**src/rtl/ntsc_timing_sequencer.sv**
```systemverilog
// ---------------------------------------------------------------------------
// ntsc_timing_sequencer
//
// Purpose:
//   Dot/line sequencer for an NES-style NTSC composite video generator. It
//   counts dots (0..DOTS_PER_LINE-1) and lines (0..LINES_PER_FRAME-1). It
//   decodes the horizontal and vertical position into the per-dot generator
//   strobes. It also selects the colour (picture, border backdrop or black)
//   and the emphasis bits for the generator.
//
//   The vertical blanking layout is placed relative to ACTIVE_LINES:
//     ACTIVE_LINES+0 .. +3  blank (post-render)
//     ACTIVE_LINES+4 .. +6  vsync (serrated over the hsync dot range)
//     ACTIVE_LINES+7 .. end blank (pre-render)
//   vblank_start fires at line ACTIVE_LINES+1, dot 1.
//   The defaults give the NES layout: blank 240-243, vsync 244-246,
//   blank 247-261, vblank at line 241.
//
// Ports:
//   clock            system clock (doubled clock domain)
//   reset            synchronous, active-high; wins over dot_EN
//   dot_EN           one-cycle dot pulse; all state advances only when high
//   render_EN        rendering enabled; gates the odd-frame short line
//   picture_colour   renderer palette index for the current pixel
//   backdrop_colour  palette index used on border dots
//   emphasis_in      colour emphasis bits
//   sync_EN, colorBurst_EN, luminance_EN, chrominance_EN
//                    registered per-dot generator strobes
//   pixelColour      registered palette index to the generator
//   emphasis         registered emphasis bits to the generator
//   pixel_x/pixel_y  registered dot/line counters for the dot being output
//   pixel_valid      dot lies inside the 256x240 picture
//   vblank_start     one-dot pulse at the start of vertical blanking
//   frame_odd        frame parity
// ---------------------------------------------------------------------------
module ntsc_timing_sequencer #(
  parameter int DOTS_PER_LINE   = 341,
  parameter int LINES_PER_FRAME = 262,
  parameter int ACTIVE_LINES    = 240,
  parameter int ODD_SKIP_EN     = 1
) (
  input  logic       clock,
  input  logic       reset,
  input  logic       dot_EN,
  input  logic       render_EN,
  input  logic [5:0] picture_colour,
  input  logic [5:0] backdrop_colour,
  input  logic [2:0] emphasis_in,
  output logic       sync_EN,
  output logic       colorBurst_EN,
  output logic       luminance_EN,
  output logic       chrominance_EN,
  output logic [5:0] pixelColour,
  output logic [2:0] emphasis,
  output logic [8:0] pixel_x,
  output logic [8:0] pixel_y,
  output logic       pixel_valid,
  output logic       vblank_start,
  output logic       frame_odd
);

  // Counter limits
  localparam logic [8:0] LP_DOT_LAST    = 9'(DOTS_PER_LINE - 1);
  localparam logic [8:0] LP_SKIP_DOT    = 9'(DOTS_PER_LINE - 2);
  localparam logic [8:0] LP_LINE_LAST   = 9'(LINES_PER_FRAME - 1);

  // Vertical layout
  localparam logic [8:0] LP_ACTIVE      = 9'(ACTIVE_LINES);
  localparam logic [8:0] LP_VBLANK_LINE = 9'(ACTIVE_LINES + 1);
  localparam logic [8:0] LP_VSYNC_FIRST = 9'(ACTIVE_LINES + 4);
  localparam logic [8:0] LP_VSYNC_LAST  = 9'(ACTIVE_LINES + 6);

  // Horizontal layout (dot numbers)
  localparam logic [8:0] LP_PIC_LAST      = 9'd255;
  localparam logic [8:0] LP_RBORDER_FIRST = 9'd256;
  localparam logic [8:0] LP_RBORDER_LAST  = 9'd266;
  localparam logic [8:0] LP_HSYNC_FIRST   = 9'd276;
  localparam logic [8:0] LP_HSYNC_LAST    = 9'd300;
  localparam logic [8:0] LP_BURST_FIRST   = 9'd305;
  localparam logic [8:0] LP_BURST_LAST    = 9'd319;
  localparam logic [8:0] LP_LBORDER_FIRST = 9'd326;

  // Position state
  logic [8:0] r_dot;
  logic [8:0] r_line;
  logic       r_frame_odd;

  // Registered generator outputs
  logic       r_sync;
  logic       r_burst;
  logic       r_lum;
  logic       r_chr;
  logic [5:0] r_colour;
  logic [2:0] r_emph;
  logic       r_valid;
  logic       r_vblank;

  // Next position
  logic       w_skip;
  logic [8:0] w_next_dot;
  logic [8:0] w_next_line;
  logic       w_next_odd;

  // Decode of the next position
  logic       w_pic_dot;
  logic       w_border_dot;
  logic       w_hsync_dot;
  logic       w_burst_dot;
  logic       w_pic_line;
  logic       w_vsync_line;
  logic       w_sync;
  logic       w_burst;
  logic       w_lum;
  logic       w_chr;
  logic [5:0] w_colour;
  logic [2:0] w_emph;
  logic       w_valid;
  logic       w_vblank;

  // Next dot/line/parity. The short odd frame drops the last dot of the
  // final line, so dot DOTS_PER_LINE-2 wraps straight to the next frame.
  always_comb begin
    w_skip = (ODD_SKIP_EN != 0) && render_EN && r_frame_odd &&
             (r_line == LP_LINE_LAST) && (r_dot == LP_SKIP_DOT);
    w_next_dot  = r_dot + 9'd1;
    w_next_line = r_line;
    w_next_odd  = r_frame_odd;
    if (w_skip || (r_dot == LP_DOT_LAST)) begin
      w_next_dot = 9'd0;
      if (w_skip || (r_line == LP_LINE_LAST)) begin
        w_next_line = 9'd0;
        w_next_odd  = ~r_frame_odd;
      end else begin
        w_next_line = r_line + 9'd1;
      end
    end else begin
      w_next_dot = r_dot + 9'd1;
    end
  end

  // Region and strobe decode for the position about to be output
  always_comb begin
    w_pic_dot    = (w_next_dot <= LP_PIC_LAST);
    w_border_dot = ((w_next_dot >= LP_RBORDER_FIRST) && (w_next_dot <= LP_RBORDER_LAST)) ||
                   (w_next_dot >= LP_LBORDER_FIRST);
    w_hsync_dot  = (w_next_dot >= LP_HSYNC_FIRST) && (w_next_dot <= LP_HSYNC_LAST);
    w_burst_dot  = (w_next_dot >= LP_BURST_FIRST) && (w_next_dot <= LP_BURST_LAST);
    w_pic_line   = (w_next_line < LP_ACTIVE);
    w_vsync_line = (w_next_line >= LP_VSYNC_FIRST) && (w_next_line <= LP_VSYNC_LAST);

    w_sync   = 1'b0;
    w_burst  = 1'b0;
    w_lum    = 1'b0;
    w_chr    = 1'b0;
    w_colour = 6'd0;
    w_emph   = 3'd0;
    w_valid  = 1'b0;

    if (w_vsync_line) begin
      // Vsync lines are sync level throughout, with serration pulses
      // (black level) over the normal hsync window.
      w_sync = ~w_hsync_dot;
    end else if (w_pic_line && (w_pic_dot || w_border_dot)) begin
      w_lum    = 1'b1;
      w_chr    = 1'b1;
      w_colour = w_pic_dot ? picture_colour : backdrop_colour;
      w_emph   = emphasis_in;
      w_valid  = w_pic_dot;
    end else if (w_hsync_dot) begin
      w_sync = 1'b1;
    end else if (w_burst_dot) begin
      w_burst = 1'b1;
    end else begin
      // Porches, breezeway, pulse and blank-line picture/border: black level
      w_sync = 1'b0;
    end

    w_vblank = (w_next_line == LP_VBLANK_LINE) && (w_next_dot == 9'd1);
  end

  // Position counters and registered outputs; advance only on dot_EN
  always_ff @(posedge clock) begin
    if (reset) begin
      r_dot       <= 9'd0;
      r_line      <= 9'd0;
      r_frame_odd <= 1'b0;
      r_sync      <= 1'b0;
      r_burst     <= 1'b0;
      r_lum       <= 1'b0;
      r_chr       <= 1'b0;
      r_colour    <= 6'd0;
      r_emph      <= 3'd0;
      r_valid     <= 1'b0;
      r_vblank    <= 1'b0;
    end else if (dot_EN) begin
      r_dot       <= w_next_dot;
      r_line      <= w_next_line;
      r_frame_odd <= w_next_odd;
      r_sync      <= w_sync;
      r_burst     <= w_burst;
      r_lum       <= w_lum;
      r_chr       <= w_chr;
      r_colour    <= w_colour;
      r_emph      <= w_emph;
      r_valid     <= w_valid;
      r_vblank    <= w_vblank;
    end
  end

  assign sync_EN        = r_sync;
  assign colorBurst_EN  = r_burst;
  assign luminance_EN   = r_lum;
  assign chrominance_EN = r_chr;
  assign pixelColour    = r_colour;
  assign emphasis       = r_emph;
  assign pixel_x        = r_dot;
  assign pixel_y        = r_line;
  assign pixel_valid    = r_valid;
  assign vblank_start   = r_vblank;
  assign frame_odd      = r_frame_odd;

endmodule

```
**config.mk**
```make
export PLATFORM = sky130hd
export DESIGN_NAME = ntsc_timing_sequencer
export DESIGN_NICKNAME = d
export VERILOG_FILES = /design/src/rtl/ntsc_timing_sequencer.sv
export SDC_FILE = /design/constraint.sdc
export NUM_CORES = 1
export LEC_CHECK = 0
export ABC_AREA = 1
export BUFFER_PORTS_ARGS = -buffer_cell sky130_fd_sc_hd__buf_4
export CAP_MARGIN = 20
export CORE_AREA = 8 8 73 75
export CTS_CLUSTER_DIAMETER = 60
export DETAILED_ROUTE_END_ITERATION = 12
export DIE_AREA = 0 0 81 83
export GPL_TIMING_DRIVEN = 0
export PLACE_DENSITY = 0.77
export RECOVER_POWER = 100
export SYNTH_ARGS = -nofsm -noshare
export SYNTH_HDL_FRONTEND = slang
export SYNTH_SLANG_ARGS = --single-unit
```
**constraint.sdc**
```tcl
create_clock -name clock -period 2.6 [get_ports clock]
set_input_delay 0.52 -clock clock [delete_from_list [all_inputs] [get_ports clock]]
set_output_delay 0.52 -clock clock [all_outputs]
set_load 0.005 [all_outputs]
```
=== After elaboration in Yosys (flattened, before gate mapping) ===
Index checks and enable logic that the tools add are counted.

* $add $sub $neg: 2
* Magnitude comparators: 11
* Equal/unequal tests: 5
* Mux-type cells: 19
* Bitwise logic cells: 2
* Reductions and logical operators: 14

{| class="wikitable"
|+ Operators by type and width
! cell !! count
|-
| $ge A9 B9 Y1 const B || 4
|-
| $eq A9 B9 Y1 const B || 3
|-
| $le A9 B9 Y1 const B || 3
|-
| $mux W9 || 3
|-
| $add A9 B1 Y9 const B || 2
|-
| $le A9 B8 Y1 const B || 2
|-
| $mux W6 || 3
|-
| $mux W1 || 11
|-
| $eq A9 B1 Y1 const B || 1
|-
| $eq A9 B8 Y1 const B || 1
|-
| $ge A9 B8 Y1 const B || 1
|-
| $logic_and A1 B1 Y1 || 9
|-
| $lt A9 B8 Y1 const B || 1
|-
| $mux W3 || 2
|-
| $logic_or A1 B1 Y1 || 4
|-
| $reduce_and A3 Y1 || 1
|-
| $not A1 Y1 || 2
|}

* Register bits: 33
* Input bits: 19
* Output and inout bits: 34
* Word-level logic and storage cells: 63

=== Longest topological paths before layout ===
Gate-level depths: netlist of the first run.

* Depth in word-level cells: 12
* Mapped depth: 16
* Depth with buffers taken out: 16

=== Worst setup path before layout of the first run ===
OpenSTA, ideal clock, no wires.

* Path type: register to register
* From: register r_dot[0] (netlist: pixel_x[0])
* To: register r_valid (netlist: pixel_valid)
* Setup time: 0.132 ns
* Arrival: 1.794 ns
* Data required time: 2.468 ns
* Slack: 0.674 ns
* Cell stages (with the launch flop): 16
* Path buffers: 1
* Period minus slack after synthesis: 1.926 ns
* Cell sequence: dfxtp_1 inv_1 ha_1 nand3_1 nor2_1 nand2_2 nand2_8 inv_4 nand3_2 inv_2 nand2_2 nor2_2 nor2_4 buf_6 nand4_1 a21oi_1

* Cells in the longest elaborated chain, start to end: 11
* Elaborated cells on any way between the ends: 23
* Those cells by class: add/sub (1); order compare (7); eq/ne (2); mux (5); reduce/logical (8)

{| class="wikitable"
|+ Ends and longest elaborated chain
! element !! RTL line !! source
|-
| start, declared || 84 || <nowiki>logic [8:0] r_dot;</nowiki>
|-
| start signal, assigned || 196 || <nowiki>r_dot <= w_next_dot;</nowiki>
|-
| parallel branches: the longest is 10 deep, another holds $add A9 B1 Y9 || n/a ||
|-
| $mux W1 * || 159 || <nowiki>if (w_vsync_line) begin</nowiki>
|-
| end signal, assigned || 205 || <nowiki>r_valid <= w_valid;</nowiki>
|-
| end, declared || 95 || <nowiki>logic r_valid;</nowiki>
|}

Every way passes the cells marked *.
A chain may end at the register's enable or synchronous reset.

=== Worst setup path after layout of the first run ===
* From: register r_dot[0] (netlist: pixel_x[0])
* To: register r_sync (netlist: sync_EN)

* Cells in the longest elaborated chain, start to end: 11
* Elaborated cells on any way between the ends: 28
* Those cells by class: add/sub (1); order compare (9); eq/ne (2); mux (6); bitwise (1); reduce/logical (9)

{| class="wikitable"
|+ Ends and longest elaborated chain
! element !! RTL line !! source
|-
| parallel branches: the longest is 10 deep, another holds $add A9 B1 Y9 || n/a ||
|-
| $mux W1 * || 159 ||
|-
| end signal, assigned || 199 || <nowiki>r_sync <= w_sync;</nowiki>
|-
| end, declared || 89 || <nowiki>logic r_sync;</nowiki>
|}

Marks and branches as above.

==> results of run 1 <==
[cell families (layout without fill, tap and decap cells)]
logic type               after synthesis  in the layout  synth area share, %
AND/OR/NAND/NOR                      188            188                 40.6
AO/OA/AOI/OAI                         62             62                 15.3
buffers and inverters                 52            111                 10.3
flip-flops                            33             33                 30.8
adder cells (fa/ha/maj)                4              4                 2.33
XOR/XNOR                               2              2                0.816
[worst max path at each step]
stage,startpoint,end
floorplan,pixel_x[0]$_SDFFE_PP0P_,pixel_valid$_SDFFE_PP0P_
global placement,pixel_x[0]$_SDFFE_PP0P_,pixelColour[3]$_SDFFE_PP0P_
detailed placement,pixel_x[0]$_SDFFE_PP0P_,pixelColour[3]$_SDFFE_PP0P_
CTS,pixel_x[0]$_SDFFE_PP0P_,pixelColour[3]$_SDFFE_PP0P_
global route,pixel_x[0]$_SDFFE_PP0P_,pixelColour[5]$_SDFFE_PP0P_
finish,pixel_x[0]$_SDFFE_PP0P_,sync_EN$_SDFFE_PP0P_
[state kept, by name, indices dropped and copies added, names as in the netlist]
| signal | count |
|---|---|
| sync_EN | 1 |
| pixelColour | 6 |
| emphasis | 3 |
| pixel_x | 9 |
| pixel_valid | 1 |
| pixel_y | 9 |
| vblank_start | 1 |
| colorBurst_EN | 1 |
| frame_odd | 1 |
| chrominance_EN | 1 |
[metrics by stage]
stage / cell area (um2) / util, % / total power [mW] / hold WS, ns / setup slack (ns)
after floorplan: 2150 / - / 0.729 / 0.462 / 0.674
after global placement: 2600 / 61.8 / 0.835 / 0.452 / 0.318
after detailed placement: 2600 / 61.8 / 0.838 / 0.456 / 0.324
after CTS: 2700 / 64.2 / 1.27 / 0.466 / 0.307
after global routing: 2660 / 63.2 / 1.32 / 0.490 / 0.0704
final: 2660 / 63.2 / 1.25 / 0.465 / 0.258
[layout make-up]
cell class	instances	share of cell area, %
clock inverter	1	0.188
clock buffer	7	3.63
tap	52	2.45
timing repair buffer	51	13.4
buffer	14	2.83
multi-input combinational	256	47.2
inverter	38	5.46
sequential	33	24.9
[worst max-delay path, cell delays in order (launching register included)]
cell	delay (ns)
dfxtp_1	0.43
inv_1	0.10
ha_1	0.21
nand3_1	0.08
nor2_1	0.06
nand2_2	0.23
nand2_8	0.12
o21ai_0	0.52
nor2_1	0.15
nand2_1	0.12
nand2_1	0.05
nand3_1	0.06
a21oi_1	0.07
[routing by layer]
metal | GRT usage (%) | part of all wire (%) | vias to the layer above
li1 | - | - | 1231
met1 | 23.9 | 44 | 1058
met2 | 29.4 | 45 | 79
met3 | 7.00 | 9.2 | 7
met4 | 6.34 | 1.3 | 0
met5 | 0 | 0 | -
[placed cells by master (no fill, tap or decap), types with 7 or more instances in the layout]
| cell type | count |
|---|---|
| nand2_1 | 101 |
| clkbuf_1 | 14 |
| inv_1 | 34 |
| buf_4 | 20 |
| dfxtp_1 | 33 |
| nand4_1 | 16 |
| a21oi_1 | 34 |
| o21ai_0 | 20 |
| nor2_1 | 24 |
| nand3_1 | 27 |
| clkbuf_8 | 7 |
| clkbuf_4 | 27 |
[power groups by stage]
stage / registers, mW / logic [mW] / clock network (mW)
after floorplan: 0.575 / 0.155 / 0
after global placement: 0.577 / 0.258 / 0
after detailed placement: 0.578 / 0.260 / 0
after CTS: 0.567 / 0.261 / 0.437
after global routing: 0.571 / 0.286 / 0.463
final: 0.566 / 0.253 / 0.432
==> flow_summary.json, run 1 <==
{
  "critPathKind": "reg -> reg",
  "post-route-min-period_ns": 2.34,
  "synth_seq_area_share_pct": 30.8,
  "synth.most_common_cell": "nand2_1",
  "tightest_slew_ns": 0.618,
  "min_from": "pixelColour[4]$_SDFFE_PP0P_",
  "ys_types": 33,
  "die_x_um": 81,
  "worstHoldEndpoint": "pixelColour[4]$_SDFFE_PP0P_",
  "place.gp.congestion": 0.919,
  "place_inst": 444,
  "slew_viol_final": 0,
  "ys.flop_type": "dfxtp_1",
  "die-area_um2": 6720,
  "clk_path_buf_depth": 2,
  "grt_pass1_wl_mm": 10.4,
  "synth_top_cell_area_share_pct": 30.8,
  "synth-seq-cells": 33,
  "share_seq_of_total_power_pct": 45.3,
  "maxCapViolations": 0,
  "numPortBuffers": 51,
  "cp_max_fo": 10,
  "firstDrtPassIters": 4,
  "ir_drop_v": 0.000289,
  "combPwrFrac_pct": 20.2,
  "ant_nets": 0,
  "grt_overflow": 0,
  "status": "finished clean",
  "fin_skew_ns": 0.00554,
  "synth_top_cells_by_count": "100 x nand2_1, 34 x a21oi_1, 33 x dfxtp_1, 33 x inv_1, 27 x nand3_1",
  "dieHeight_um": 83,
  "clock_latency_ns": 0.29,
  "yosys_warnings": 0,
  "rsz0062_at_grt": "false",
  "core-area_um2": 4200,
  "grtUsageTotal_pct": 19.2,
  "critPathArrivalTime_ns": 2.50,
  "min_path_cells": 2,
  "power_density_nw_per_um2": 471,
  "timing.final.hold_violations": 0,
  "synthTopCellsByArea": "dfxtp_1 31%, nand2_1 17%, a21oi_1 7.9%",
  "synth_cells": 341,
  "worst-r2r-cell-count": 12,
  "netlist_area_um2": 2150,
  "cts_buffers": 5,
  "drive_gt1_share_pct": 18.8,
  "rows": 24,
  "grt_antenna_before_repair": 0,
  "clock_sinks": 33,
  "wl_per_cell_um": 13.7,
  "setup_tns_ns": 0,
  "initial_core_util_pct": 51.1,
  "setup_violations": 0,
  "io_pins": 53,
  "via_per_inst": 5.25,
  "cts.clk_slew.worst_paths_ns": 0.07,
  "ctsResizeCount": 0,
  "p_leak_nw": 1.24,
  "cts_hold_buffers": 0,
  "cts_root_buf": "clkbuf_8",
  "drt_iter0_drc": 170,
  "cts_tree": "done",
  "via_count": 2375,
  "power_switching_mw": 0.367,
  "first_global_vias": 2195,
  "timing.final.crit_share_pct": 90.1,
  "syn_to_final_growth_pct": 23.6,
  "synth_nets": 364,
  "wirelength_mm": 6.18,
  "cp-end-kind": "flop",
  "hpwl_mm": 4.74,
  "regToRegStartpoint": "pixel_x[0]$_SDFFE_PP0P_",
  "synth_top_cell_by_area": "dfxtp_1",
  "multiInputGateArea_um2": 1250,
  "async_flop_share_pct": 0,
  "worstSetupStartpointType": "flop",
  "post_layout_nonfiller_instances": 452,
  "switching_share_pct": 29.3,
  "r2r-end": "sync_EN$_SDFFE_PP0P_",
  "post_cts_buffers": 0,
  "ff_latch_area_um2": 661,
  "required_ns": 2.76,
  "r2r_slack_ns": 0.26,
  "p_int_mw": 0.884,
  "drc": 0,
  "fmax_mhz": 427,
  "relSlewSlack_pct": 58.4,
  "htree_levels": 2,
  "layout.nets": 422,
  "p_clk_share_pct": 34.5,
  "num-fill-cells": 461,
  "synth_edf_count": 0,
  "num_antenna_cells": 0,
  "grt_max_degree": 11,
  "hp-class": "reg -> reg",
  "avgSynthCellArea_um2": 6.30
}
(Power assumes the default switching activity.)
==> run 2: changes to the inputs <==
--- a/config.mk
+++ b/config.mk
@@ -16,3 +16,3 @@
 export PLACE_DENSITY = 0.77
-export RECOVER_POWER = 100
+export RECOVER_POWER = 50
 export SYNTH_ARGS = -nofsm -noshare
==> constraint.sdc (replaced) <==
create_clock -name clock -period 2.6 [get_ports clock]
set_input_delay 0.78 -clock clock [delete_from_list [all_inputs] [get_ports clock]]
set_output_delay 0.78 -clock clock [all_outputs]
set_load 0.005 [all_outputs]
==> flow_summary.json, run 2 (synthesis results as in run 1) <==
{
  "required_ns": 2.76,
  "clk_path_buf_depth": 2,
  "post_cts_buffers": 0,
  "htree_levels": 2,
  "die_x_um": 81,
  "maxCapViolations": 0,
  "cts_hold_buffers": 0,
  "regToRegStartpoint": "pixel_x[0]$_SDFFE_PP0P_",
  "cp_max_fo": 10,
  "cts_root_buf": "clkbuf_8",
  "cts.clk_slew.worst_paths_ns": 0.07,
  "drc": 0,
  "core-area_um2": 4200,
  "p_leak_nw": 1.25,
  "via_count": 2359,
  "drt_iter0_drc": 176,
  "setup_tns_ns": 0,
  "total_power_mw": 1.25,
  "post-route-min-period_ns": 2.30,
  "hpwl_mm": 4.74,
  "firstDrtPassIters": 4,
  "power_density_nw_per_um2": 469,
  "final_util_pct": 63.5,
  "fin_skew_ns": 0.00712,
  "clock_latency_ns": 0.29,
  "dieHeight_um": 83,
  "dpl_cell_area_um2": 2600,
  "io_pins": 53,
  "grt_overflow": 0,
  "min_path_cells": 2,
  "initial_core_util_pct": 51.1,
  "final_common_cell": "nand2_1",
  "cp-end-kind": "flop",
  "drive_gt1_share_pct": 19.8,
  "holdWs_ns": 0.464,
  "fmax_mhz": 435,
  "ant_nets": 0,
  "num-fill-cells": 458,
  "critPathKind": "reg -> reg",
  "min_from": "pixel_valid$_SDFFE_PP0P_",
  "rows": 24,
  "wl_per_cell_um": 13.6,
  "finalInstanceArea_um2": 2670,
  "via_per_inst": 5.22,
  "rsz0062_at_grt": "false",
  "grt_pass1_wl_mm": 10.4,
  "cts_tree": "done",
  "wirelength_mm": 6.17,
  "slew_viol_final": 0,
  "cts_buffers": 5,
  "worstSetupStartpointType": "flop",
  "grtUsageTotal_pct": 19.2,
  "ctsResizeCount": 0,
  "final_cell_mix": "100 x nand2_1, 34 x a21oi_1, 33 x inv_1, 33 x dfxtp_1, 27 x nand3_1",
  "hp-class": "reg -> reg",
  "die-area_um2": 6720,
  "num_antenna_cells": 0,
  "power_switching_mw": 0.368,
  "numPortBuffers": 51,
  "setup_violations": 0,
  "grt_antenna_before_repair": 0,
  "layout.nets": 422,
  "worst-r2r-cell-count": 15,
  "timing.final.crit_share_pct": 88.3,
  "p_int_mw": 0.885,
  "tightest_slew_ns": 0.491,
  "combPwrFrac_pct": 20.3,
  "relSlewSlack_pct": 67.3,
  "p_clk_share_pct": 34.5,
  "clock_sinks": 33,
  "ir_drop_v": 0.000290,
  "r2r_slack_ns": 0.30,
  "syn_to_final_growth_pct": 24.2,
  "grt_max_degree": 11,
  "first_global_vias": 2195,
  "switching_share_pct": 29.4,
  "share_seq_of_total_power_pct": 45.2,
  "critPathArrivalTime_ns": 2.46,
  "place.gp.congestion": 0.919,
  "status": "finished clean",
  "worstHoldEndpoint": "pixel_valid$_SDFFE_PP0P_",
  "timing.final.hold_violations": 0,
  "r2r-end": "pixelColour[3]$_SDFFE_PP0P_"
}
-- run 2: worst max path at each step --
stage / start / endpoint / slack (ns) / cells past startpoint
6_report: pixel_x[0]$_SDFFE_PP0P_ / pixelColour[3]$_SDFFE_PP0P_ / 0.30 / 15
5_1_grt: pixel_x[0]$_SDFFE_PP0P_ / pixelColour[5]$_SDFFE_PP0P_ / 0.13 / 15
4_1_cts: pixel_x[0]$_SDFFE_PP0P_ / pixelColour[3]$_SDFFE_PP0P_ / 0.31 / 15
3_5_place_dp: render_EN / pixelColour[3]$_SDFFE_PP0P_ / 0.18 / 16
3_3_place_gp: render_EN / pixelColour[3]$_SDFFE_PP0P_ / 0.17 / 16
2_1_floorplan: render_EN / pixel_valid$_SDFFE_PP0P_ / 0.58 / 15
-- run 2: cell type report --
| type | instances | area [um2] | share of cell area, % |
|---|---|---|---|
| multi-input cells | 256 | 1270 | 47.5 |
| flip-flops and latches | 33 | 661 | 24.8 |
| repair buffers | 51 | 353 | 13.2 |
| inverters | 38 | 145 | 5.44 |
| clock buffers | 7 | 96.3 | 3.61 |
| plain buffers | 14 | 75.1 | 2.81 |
| well taps | 52 | 65.1 | 2.44 |
| clock inverters | 1 | 5.00 | 0.188 |
-- run 2: metrics by stage --
stage          worst slack (ns)  instances
6_report                  0.303        452
5_1_grt                   0.126        452
4_1_cts                   0.307        452
3_5_place_dp              0.182        444
3_3_place_gp              0.169        444
2_1_floorplan             0.578        341
-- run 2: power by group through the flow --
stage | clock network, mW | logic (mW) | registers, mW
CTS | 0.437 | 0.261 | 0.567
floorplan | 0 | 0.155 | 0.575
detailed placement | 0 | 0.260 | 0.578
global placement | 0 | 0.258 | 0.577
global route | 0.463 | 0.287 | 0.571
finish | 0.432 | 0.254 | 0.567
-- run 2: metal layers --
metal	part of all wire, %	global-route usage (%)	up-vias
met5	0	0	-
met4	1.3	6.34	0
met3	9.2	7.00	7
met2	45	29.4	80
met1	45	23.9	1046
li1	-	-	1226
-- run 2: critical path, cell delays in order (launching register included) --
cell and delay (ns):
dfxtp_1 0.43, inv_1 0.10, ha_1 0.21, nand3_1 0.09
nor2_1 0.06, nand2_2 0.23, nand2_8 0.12, inv_4 0.13
nand3_2 0.09, inv_2 0.13, nand2_2 0.07, nor2_2 0.15
nor2_4 0.05, buf_6 0.14, nand4_1 0.09, a21oi_1 0.07
